`src/rtl/rv_pkg.sv`:
```
// Shared RV core types: register address/data widths and write-back entry.
// Consumers import rv_pkg::* directly.
package rv_pkg;

  localparam int REG_ADDR_W = 5;
  localparam int XLEN       = 32;

  typedef struct packed {
    logic [REG_ADDR_W-1:0] rd;
    logic [XLEN-1:0]       data;
  } wb_entry_t;

  typedef enum logic [1:0] {
    GNT_NONE,
    GNT_PIPE,
    GNT_FIFO,
    GNT_LU
  } gnt_e;

endpackage

```
`src/rtl/wb_fifo2.sv`:
```
// Two-entry valid/ready FIFO for buffered long-latency write-back results.
// Pop is out_valid && out_ready; push is in_valid && in_ready.
module wb_fifo2
  import rv_pkg::*;
(
  input  logic      clk,
  input  logic      rst_n,
  input  logic      in_valid,
  output logic      in_ready,
  input  wb_entry_t in_data,
  output logic      out_valid,
  input  logic      out_ready,
  output wb_entry_t out_data
);

  wb_entry_t  mem_q [2];
  wb_entry_t  mem_d [2];
  logic       wr_q, wr_d;
  logic       rd_q, rd_d;
  logic [1:0] cnt_q, cnt_d;
  logic       push, pop;

  assign in_ready  = cnt_q != 2'd2;
  assign out_valid = cnt_q != 2'd0;
  assign out_data  = mem_q[rd_q];
  assign push      = in_valid && in_ready;
  assign pop       = out_valid && out_ready;

  always_comb begin
    mem_d = mem_q;
    if (push) mem_d[wr_q] = in_data;
    wr_d  = wr_q ^ push;
    rd_d  = rd_q ^ pop;
    cnt_d = cnt_q + {1'b0, push} - {1'b0, pop};
  end

  always_ff @(posedge clk or negedge rst_n) begin
    if (!rst_n) begin
      mem_q <= '{'0, '0};
      wr_q  <= 1'b0;
      rd_q  <= 1'b0;
      cnt_q <= 2'd0;
    end else begin
      mem_q <= mem_d;
      wr_q  <= wr_d;
      rd_q  <= rd_d;
      cnt_q <= cnt_d;
    end
  end

endmodule

```
`src/rtl/wb_port_arbiter.sv`:
```
// Single write-port arbiter: MEM/WB pipe vs long-latency results, with busy map.
// Define WB_LU_BYPASS_EN to let an lu result skip the empty FIFO.
module wb_port_arbiter
  import rv_pkg::*;
#(
  parameter int STARVE_LIMIT = 4
) (
  input  logic                  clk,
  input  logic                  rst_n,
  input  logic                  pipe_we,
  input  logic [REG_ADDR_W-1:0] pipe_rd,
  input  logic [XLEN-1:0]       pipe_data,
  input  logic                  lu_valid,
  output logic                  lu_ready,
  input  logic [REG_ADDR_W-1:0] lu_rd,
  input  logic [XLEN-1:0]       lu_data,
  input  logic                  lu_issue,
  input  logic [REG_ADDR_W-1:0] lu_issue_rd,
  output logic                  rf_we,
  output logic [REG_ADDR_W-1:0] rf_rd,
  output logic [XLEN-1:0]       rf_data,
  output logic                  stall_req,
  output logic [31:0]           busy
);

  localparam logic [3:0] LIMIT = 4'(STARVE_LIMIT);

  wb_entry_t             head, lu_ent;
  logic                  head_valid, head_pop;
  logic                  fifo_ready, push_valid;
  logic                  pipe_req, lu_req, bypass_ok;
  gnt_e                  gnt;
  logic [3:0]            cnt_q, cnt_d;
  logic                  stall_q, stall_d;
  logic [31:0]           busy_q, busy_d;
  logic                  rf_we_q, rf_we_d;
  logic [REG_ADDR_W-1:0] rf_rd_q, rf_rd_d;
  logic [XLEN-1:0]       rf_data_q, rf_data_d;

  assign pipe_req = pipe_we && pipe_rd != '0;
  assign lu_req   = lu_valid && lu_rd != '0;
  assign lu_ent   = '{rd: lu_rd, data: lu_data};
  assign lu_ready = fifo_ready;

`ifdef WB_LU_BYPASS_EN
  assign bypass_ok = lu_req && !head_valid
                  && !stall_q && !pipe_req;
`else
  assign bypass_ok = 1'b0;
`endif

  // rd=0 results are handshaken but never stored
  assign push_valid = lu_req && !bypass_ok;
  assign head_pop   = gnt == GNT_FIFO;

  wb_fifo2 u_fifo (
    .clk       (clk),
    .rst_n     (rst_n),
    .in_valid  (push_valid),
    .in_ready  (fifo_ready),
    .in_data   (lu_ent),
    .out_valid (head_valid),
    .out_ready (head_pop),
    .out_data  (head)
  );

  always_comb begin
    gnt = GNT_NONE;
    if (stall_q && head_valid) gnt = GNT_FIFO;
    else if (!stall_q && pipe_req) gnt = GNT_PIPE;
    else if (head_valid) gnt = GNT_FIFO;
    else if (bypass_ok) gnt = GNT_LU;
  end

  always_comb begin
    rf_we_d   = gnt != GNT_NONE;
    rf_rd_d   = rf_rd_q;
    rf_data_d = rf_data_q;
    unique case (gnt)
      GNT_PIPE: begin
        rf_rd_d   = pipe_rd;
        rf_data_d = pipe_data;
      end
      GNT_FIFO: begin
        rf_rd_d   = head.rd;
        rf_data_d = head.data;
      end
      GNT_LU: begin
        rf_rd_d   = lu_rd;
        rf_data_d = lu_data;
      end
      default: ;
    endcase

    if (!head_valid || head_pop) cnt_d = 4'd0;
    else if (cnt_q != LIMIT) cnt_d = cnt_q + 4'd1;
    else cnt_d = cnt_q;

    stall_d = (stall_q || cnt_q == LIMIT) && !head_pop;

    // issue after clear so a same-cycle set wins
    busy_d = busy_q;
    if (gnt == GNT_FIFO || gnt == GNT_LU)
      busy_d[rf_rd_d] = 1'b0;
    if (lu_issue && lu_issue_rd != '0)
      busy_d[lu_issue_rd] = 1'b1;
    busy_d[0] = 1'b0;
  end

  always_ff @(posedge clk or negedge rst_n) begin
    if (!rst_n) begin
      cnt_q     <= 4'd0;
      stall_q   <= 1'b0;
      busy_q    <= '0;
      rf_we_q   <= 1'b0;
      rf_rd_q   <= '0;
      rf_data_q <= '0;
    end else begin
      cnt_q     <= cnt_d;
      stall_q   <= stall_d;
      busy_q    <= busy_d;
      rf_we_q   <= rf_we_d;
      rf_rd_q   <= rf_rd_d;
      rf_data_q <= rf_data_d;
    end
  end

  assign rf_we     = rf_we_q;
  assign rf_rd     = rf_rd_q;
  assign rf_data   = rf_data_q;
  assign stall_req = stall_q;
  assign busy      = busy_q;

endmodule

```
`config.mk`:
```
export PLATFORM = sky130hd
export DESIGN_NAME = wb_port_arbiter
export DESIGN_NICKNAME = d
export VERILOG_FILES = /design/src/rtl/rv_pkg.sv /design/src/rtl/wb_fifo2.sv /design/src/rtl/wb_port_arbiter.sv
export SDC_FILE = /design/constraint.sdc
export NUM_CORES = 1
export LEC_CHECK = 0
export ABC_AREA = 0
export BUFFER_PORTS_ARGS = -buffer_cell sky130_fd_sc_hd__buf_2
export CORE_MARGIN = 5
export CORE_UTILIZATION = 25
export DETAILED_ROUTE_END_ITERATION = 6
export PLACE_DENSITY = 0.49
export SETUP_SLACK_MARGIN = 0.05
export SLEW_MARGIN = 20
export SYNTH_ARGS = -nofsm -noshare
export SYNTH_HDL_FRONTEND = slang
export SYNTH_SLANG_ARGS = --single-unit
```
`constraint.sdc`:
```
create_clock -name clk -period 5 [get_ports clk]
set_clock_uncertainty 0.15 [all_clocks]
set_input_delay 0.5 -clock clk [delete_from_list [all_inputs] [get_ports clk]]
set_output_delay 0.5 -clock clk [all_outputs]
set_load 0.01 [all_outputs]
```
==> impl_metrics.ini, run 1 <==
[outcome]
status = complete, no violations

[final_layout]
area_delta_synth_final_pct = 26.2
fin_util_pct = 31.9
drive_above_1_share_pct = 35.3
stdcell_count = 1123
antenna_cells = 0
num-nets-final = 859

[placed_design]
hpwl_um = 13400
gp_congestion = 0.767
io_buffers = 154
pre_cts_slack_ns = 1.83
dp_cells = 1090

[die]
rows = 60
dieWidth_um = 175
coreArea_um2 = 26900
fp.dieArea_um2 = 30600
die_h_um = 175
pin_count = 156
start_util_pct = 25.3

[timing]
min_period_over_period_pct = 58.6
setup_viol = 0
fin_setup_tns_ns = 0
rsz0062_at_grt = no
setup_slack_ns = 2.07
slew_headroom_pct = 43.7
fmax_mhz = 341
hold_viol = 0
slew_violations = 0
worst_hold_slack_ns = 0.124
tightestPinTransition_ns = 0.844
layout_min_cycle_time_ns = 2.93

[clocking]
cts_sinks = 152
h-tree-depth = 4
cts_resized = 0
clk_pin_slew_worst_paths_ns = 0.07
clock_path_buffers = 2
insertion_delay_ns = 0.43
tritoncts = built
cts_buffers = 17
cts-root-buf = clkbuf_16

[pwr]
p_switching_w = 0.00222
share_seq_of_total_power_pct = 37.8
vdd_drop_max_v = 0.000203
leakagePower_nw = 3.99
pwr_density_cell_nw_per_um2 = 689
internal_power_w = 0.00369
pwr-share-clk_pct = 23.5
p_sw_share_pct = 37.6
combPwrFrac_pct = 38.7

[detailed_routing]
drc = 0
wl_per_cell_um = 16.9
viasPerCell = 4.61
drt_first_pass_iters = 4
drtAntennaViolNets = 0
drt-initial-drc-count = 279
vias = 5176
wl_um = 19000

[worst_setup_path]
critPathLaunchType = register
critPathCaptureType = register
crit_arrival_ns = 3.12
worstPathRequired_ns = 5.19
slowest_stage = buf_4
critical_path.max_fanout = 58
crit_chain = nor2b_1 > o21a_2 > buf_4 > nor2_1 > ha_1 > inv_1 > ha_1 > xnor2_1 > xnor2_1
max_stage_delay_ns = 0.53
crit_type = register to register

[grt]
grt_pass1_vias = 5438
grt_max_degree = 75
grt_use_total_pct = 12.5
grt_overflow = 0
antenna_found_initial = 3
grt_pass1_wl_um = 30500

[logic_synthesis]
ys_seq_area_share_pct = 55.9
synth_fp_nets = 713
ys.warnings.count = 0
synth-seq-cells = 152
syn_area_um2 = 6800
synth_cells = 623
ys_types = 40
syn_avg_cell_area_um2 = 10.9

[flow_run]
cap_viol_max_count = 0

[worst_hold_path]
hold_path.class = input pin to register
-- cell usage after synthesis --
cell type,count,share of area [%]
nand2_1,91,5.0
inv_1,19,1.0
nor2b_1,3,0.28
a32oi_1,1,0.13
nand3_1,5,0.37
or2_0,1,0.092
or3b_2,1,0.13
dfrtp_1,152,56
a22o_1,7,0.90
a21o_1,1,0.11
or4_1,1,0.11
buf_1,6,0.33
o2111ai_1,1,0.13
nand3b_1,1,0.11
or3b_1,2,0.26
buf_6,1,0.17
nor4b_1,1,0.13
xor2_1,1,0.13
buf_4,1,0.11
nand2b_1,1,0.092
nor2_1,44,2.4
o31ai_1,17,1.9
o22ai_1,2,0.18
and2_1,1,0.092
and3b_1,3,0.39
nand4_1,3,0.28
nor3b_1,3,0.33
a21oi_1,42,3.1
xnor2_1,4,0.52
o21ai_0,51,3.8
mux2_2,75,12
ha_1,6,1.1
clkbuf_1,26,1.4
nor3_1,4,0.29
and3_1,2,0.18
o21a_1,1,0.11
mux2i_1,37,5.4
conb_1,1,0.055
o32a_1,2,0.29
buf_2,2,0.15
-- metrics by stage --
| step | area (um^2) | power (W) |
|---|---|---|
| after floorplan | 6800 | 0.00372 |
| after global placement | 7930 | 0.00456 |
| after detailed placement | 7940 | 0.00459 |
| after CTS | 8570 | 0.00600 |
| after global routing | 8580 | 0.00636 |
| final | 8580 | 0.00592 |
-- worst max-delay path, delay by kind of cell (launching register included) --
family | cells | cell delay, ns
adder cells (fa/ha/maj) | 2 | 0.48
flip-flops | 1 | 0.39
buffers and inverters | 2 | 0.57
XOR/XNOR | 2 | 0.30
AO/OA/AOI/OAI | 1 | 0.42
AND/OR/NAND/NOR | 2 | 0.54
-- cells in the final DEF, fill, tap and decap left out, types with 4 or more instances in the layout --
cell type	Yosys	layout
o31ai_1	17	17
ha_1	6	4
nand2_1	91	91
clkbuf_16	0	17
mux2i_1	37	37
mux2_2	75	75
a22o_1	7	7
dfrtp_1	152	151
nand3_1	5	5
nor2_1	44	43
buf_4	1	8
nor3_1	4	4
a21oi_1	42	42
xnor2_1	4	4
inv_6	0	7
o21ai_0	51	51
inv_1	19	19
buf_2	2	153
-- sequential cells by signal, indices dropped and copies added, names as in the netlist --
register      cells
u_fifo.rd_q       1
u_fifo.cnt_q      2
cnt_q             4
stall_req         1
rf_rd             5
rf_data          32
u_fifo.wr_q       1
busy             31
rf_we             1
u_fifo.mem_q     74
-- kinds of logic (layout without fill, tap and decap cells) --
| group | Yosys count | in the layout | share of synthesized area (%) |
|---|---|---|---|
| adders and majority gates | 6 | 6 | 1.10 |
| DFF | 152 | 152 | 55.9 |
| xor gates and xnor gates | 5 | 5 | 0.644 |
| AOI/OAI and AO/OA | 125 | 125 | 10.6 |
| and+or+nand+nor | 167 | 167 | 10.6 |
| other | 1 | 1 | 0.0551 |
| buffers and inverters | 55 | 214 | 3.24 |
| muxes | 112 | 112 | 17.9 |
-- area by class of cell --
cell class                      count  area [um^2]
Multi-Input combinational cell    416         2810
Clock buffer                       17          425
Sequential cell                   152         3800
Fill cell                        2807        18300
Clock inverter                     15          203
Timing Repair Buffer              163          847
Inverter                           19         71.3
Tap cell                          341          427
-- timing repair --
| item | in CTS | in global routing |
|---|---|---|
| buffers inserted | 0 | 0 |
| hold buffers | 1 | 0 |
| endpoints found under the hold margin | 48 | 0 |
-- power by group through the flow --
| stage | combinational, W | clock [W] | sequential [W] |
|---|---|---|---|
| 2_1_floorplan | 0.00145 | 0 | 0.00227 |
| 5_1_grt | 0.00256 | 0.00148 | 0.00232 |
| 4_1_cts | 0.00234 | 0.00143 | 0.00224 |
| 3_3_place_gp | 0.00231 | 0 | 0.00225 |
| 3_5_place_dp | 0.00233 | 0 | 0.00225 |
| 6_report | 0.00229 | 0.00139 | 0.00224 |
-- metal layers --
metal	wire (um)	up-vias	track usage [%]
li1	-	2456	-
met1	9200	2531	17.3
met2	8230	162	19.0
met3	1260	21	4.05
met4	229	6	3.18
met5	50	-	0
-- worst paths after layout --
check | from | to | slack, ns | cells past startpoint
hold reg to reg | u_fifo.mem_q[72] | u_fifo.mem_q[72] | 0.35 | 1
hold / removal | pipe_data[12] | rf_data[12] | 0.12 | 3
max in group asynchronous | rst_n | u_fifo.mem_q[19] | 3.07 | 3
setup / recovery | stall_req | u_fifo.cnt_q[1] | 2.07 | 9
setup reg to reg | stall_req | u_fifo.cnt_q[1] | 2.07 | 9
min in group asynchronous | rst_n | busy[2] | 0.54 | 2
(Power assumes the default switching activity.)
==> run 2, diff against run 1 <==
--- a/config.mk
+++ b/config.mk
@@ -5,12 +5,12 @@
 export SDC_FILE = /design/constraint.sdc
 export NUM_CORES = 1
 export LEC_CHECK = 0
-export ABC_AREA = 0
+export ABC_AREA = 1
 export BUFFER_PORTS_ARGS = -buffer_cell sky130_fd_sc_hd__buf_2
 export CORE_MARGIN = 5
 export CORE_UTILIZATION = 25
 export DETAILED_ROUTE_END_ITERATION = 6
-export PLACE_DENSITY = 0.49
+export PLACE_DENSITY = 0.51
 export SETUP_SLACK_MARGIN = 0.05
 export SLEW_MARGIN = 20
 export SYNTH_ARGS = -nofsm -noshare
==> constraint.sdc (replaced) <==
create_clock -name clk -period 2.6 [get_ports clk]
set_clock_uncertainty 0.15 [all_clocks]
set_input_delay 0.26 -clock clk [delete_from_list [all_inputs] [get_ports clk]]
set_output_delay 0.26 -clock clk [all_outputs]
set_load 0.01 [all_outputs]
==> impl_metrics.ini, run 2 <==
[pwr]
p_sw_share_pct = 39.5
pwr_density_cell_nw_per_um2 = 1140
vdd_drop_max_v = 0.000448
share_seq_of_total_power_pct = 38.5
internal_power_w = 0.00652
p_switching_w = 0.00425
leakagePower_nw = 4.45
pwr-share-clk_pct = 22.7
combPwrFrac_pct = 38.9

[timing]
layout_min_cycle_time_ns = 2.34
tightestPinTransition_ns = 0.603
min_period_over_period_pct = 90.2
fin_setup_tns_ns = 0
slew_violations = 0
setup_viol = 0
hold_viol = 0
rsz0062_at_grt = no
fmax_mhz = 427
slew_headroom_pct = 59.8

[final_layout]
fin_util_pct = 34.3
stdcell_count = 1375
final_common_cell = nand2_1
final_cell_mix = nand2_1 (225), buf_2 (153), dfrtp_1 (151), o21ai_0 (104), dlygate4sd3_1 (70)
num-nets-final = 1073
regMostFlops = u_fifo.mem_q
largest_reg_flops = 74
area_delta_synth_final_pct = 36.7
num-fill-cells = 2956
drive_above_1_share_pct = 27.9

[detailed_routing]
viasPerCell = 4.24
drtAntennaViolNets = 0
drt_first_pass_iters = 4
vias = 5835
drt-initial-drc-count = 265
wl_um = 19800
wl_per_cell_um = 14.4
drc = 0

[logic_synthesis]
yosys.area_share.simple_pct = 21.0
syn_avg_cell_area_um2 = 9.18
synth_most_common_cell = nand2_1
synth-compound-area-share_pct = 10.5
yosys.area_share.adder_pct = 1.08
synth_cells = 756
synth_top_family_by_area = simple AND/OR/NAND/NOR gates
yosys-mux-area-fraction_pct = 6.00
synth_top_area_share_pct = 54.8
ys_types = 37
async_flop_share_pct = 100
synth_area_leaders = dfrtp_1 (55%), nand2_1 (12%), o21ai_0 (7.5%), mux2_2 (6.0%), inv_1 (3.1%)
synth_ff_type = dfrtp_1
synth-xor-area-share_pct = 0.631
ys_seq_area_share_pct = 54.8
synth.largest_area_cell = dfrtp_1
syn_area_um2 = 6940
synth_fp_nets = 846
synth-seq-cells = 152
synth_edf_count = 0
yosys-top-cells-count = nand2_1 (225), dfrtp_1 (152), o21ai_0 (104)
ys.warnings.count = 0

[worst_setup_path]
crit_type = input pin to register
critPathCaptureType = register
max_stage_delay_ns = 0.54
crit_arrival_ns = 2.47
cp.buffers_inverters = 4
critical_path.max_fanout = 28
crit_chain = dlygate4sd3_1 > buf_2 > or3_1 > o311ai_0 > inv_1 > ha_2 > buf_4 > nand2_1 > o21ai_0
worstPathRequired_ns = 2.73
slowest_stage = dlygate4sd3_1
crit_family = buffers and inverters
critPathLaunchType = input pin

[clocking]
cts_hold_buf = 70
post_cts_buffers = 0
cts-root-buf = clkbuf_16
clk_pin_slew_worst_paths_ns = 0.07
tritoncts = built
insertion_delay_ns = 0.42
cts_buffers = 17
cts_sinks = 152
clock_path_buffers = 2
cts_resized = 0
h-tree-depth = 4

[die]
dieWidth_um = 177
fp.dieArea_um2 = 31200
start_util_pct = 25.1
pin_count = 156
die_h_um = 177
rows = 61
coreArea_um2 = 27600

[grt]
grt_max_degree = 59
grt_pass1_vias = 5971
grt_overflow = 0
grt_pass1_wl_um = 32300
antenna_found_initial = 2
grt_use_total_pct = 13.1

[placed_design]
hpwl_um = 13600
io_buffers = 154
gp_congestion = 0.748
dp_cells = 1272

[worst_hold_path]
hold_path.class = input pin to register

[flow_run]
cap_viol_max_count = 0

[outcome]
status = complete, no violations
-- run 2: cell count changes in the layout (fill, tap and decap cells not counted), moves of 37 or more --
cell / change
dlygate4sd3_1: +69
a21oi_1: -39
nand2_1: +134
mux2_2: -38
inv_1: +39
mux2i_1: -37
o21ai_0: +53
-- run 2: power groups by stage --
stage	clock, W	sequential (W)	combinational (W)
4_1_cts	0.00254	0.00416	0.00431
2_1_floorplan	0	0.00431	0.00253
3_3_place_gp	0	0.00418	0.00414
3_5_place_dp	0	0.00421	0.00421
5_1_grt	0.00264	0.00429	0.00477
6_report	0.00244	0.00414	0.00418
-- run 2: metrics by stage --
step	setup WS (ns)	total power [W]	hold WS, ns	instance area, um^2
finish	0.256	0.0108	0.0529	9480
global route	0.0631	0.0117	0.0549	9480
CTS	0.270	0.0110	0.0145	9480
detailed placement	0.368	0.00841	0.157	8200
global placement	0.383	0.00831	0.139	8200
floorplan	0.395	0.00685	-0.186	6940
-- run 2: worst min-delay path, cell delays in order --
cell and delay, ns:
buf_2 0.10, nand3_1 0.11, nand3_1 0.10
-- run 2: cells by family (layout without fill, tap and decap cells) --
kind of cell    after synthesis  in the layout
mux                          37             37
fa+ha+maj                     6              6
flops                       152            152
compound gates              136            136
other cells                   1              2
xor+xnor                      5              5
buf+inv                      98            338
simple gates                321            321
-- run 2: final timing paths --
check / from / to / slack, ns / cells past startpoint
setup / recovery: lu_rd[0] / u_fifo.mem_q[7] / 0.26 / 9
hold / removal: pipe_rd[1] / rf_rd[1] / 0.05 / 3
setup reg to reg: u_fifo.cnt_q[0] / u_fifo.mem_q[7] / 0.51 / 7
hold reg to reg: busy[25] / busy[25] / 0.32 / 2
max in group asynchronous: rst_n / u_fifo.mem_q[16] / 1.34 / 3
min in group asynchronous: rst_n / rf_data[31] / 0.24 / 2
-- run 2: layout make-up --
| class | count | area, um^2 | area share [%] |
|---|---|---|---|
| Timing Repair Buffer | 241 | 1640 | 17.3 |
| Tap cell | 378 | 473 | 4.99 |
| Clock inverter | 15 | 154 | 1.62 |
| Sequential cell | 152 | 3800 | 40.1 |
| Clock buffer | 17 | 425 | 4.49 |
| Antenna cell | 1 | 2.50 | 0.0264 |
| Multi-Input combinational cell | 506 | 2740 | 28.8 |
| Inverter | 65 | 246 | 2.60 |
-- run 2: layer usage --
metal | vias up | GRT usage (%) | share of wire, %
met4 | 2 | 4.00 | 1.5
met1 | 2785 | 17.3 | 46
met2 | 121 | 21.6 | 48
met5 | - | 0 | 0.066
met3 | 17 | 2.65 | 4.3
li1 | 2910 | - | -
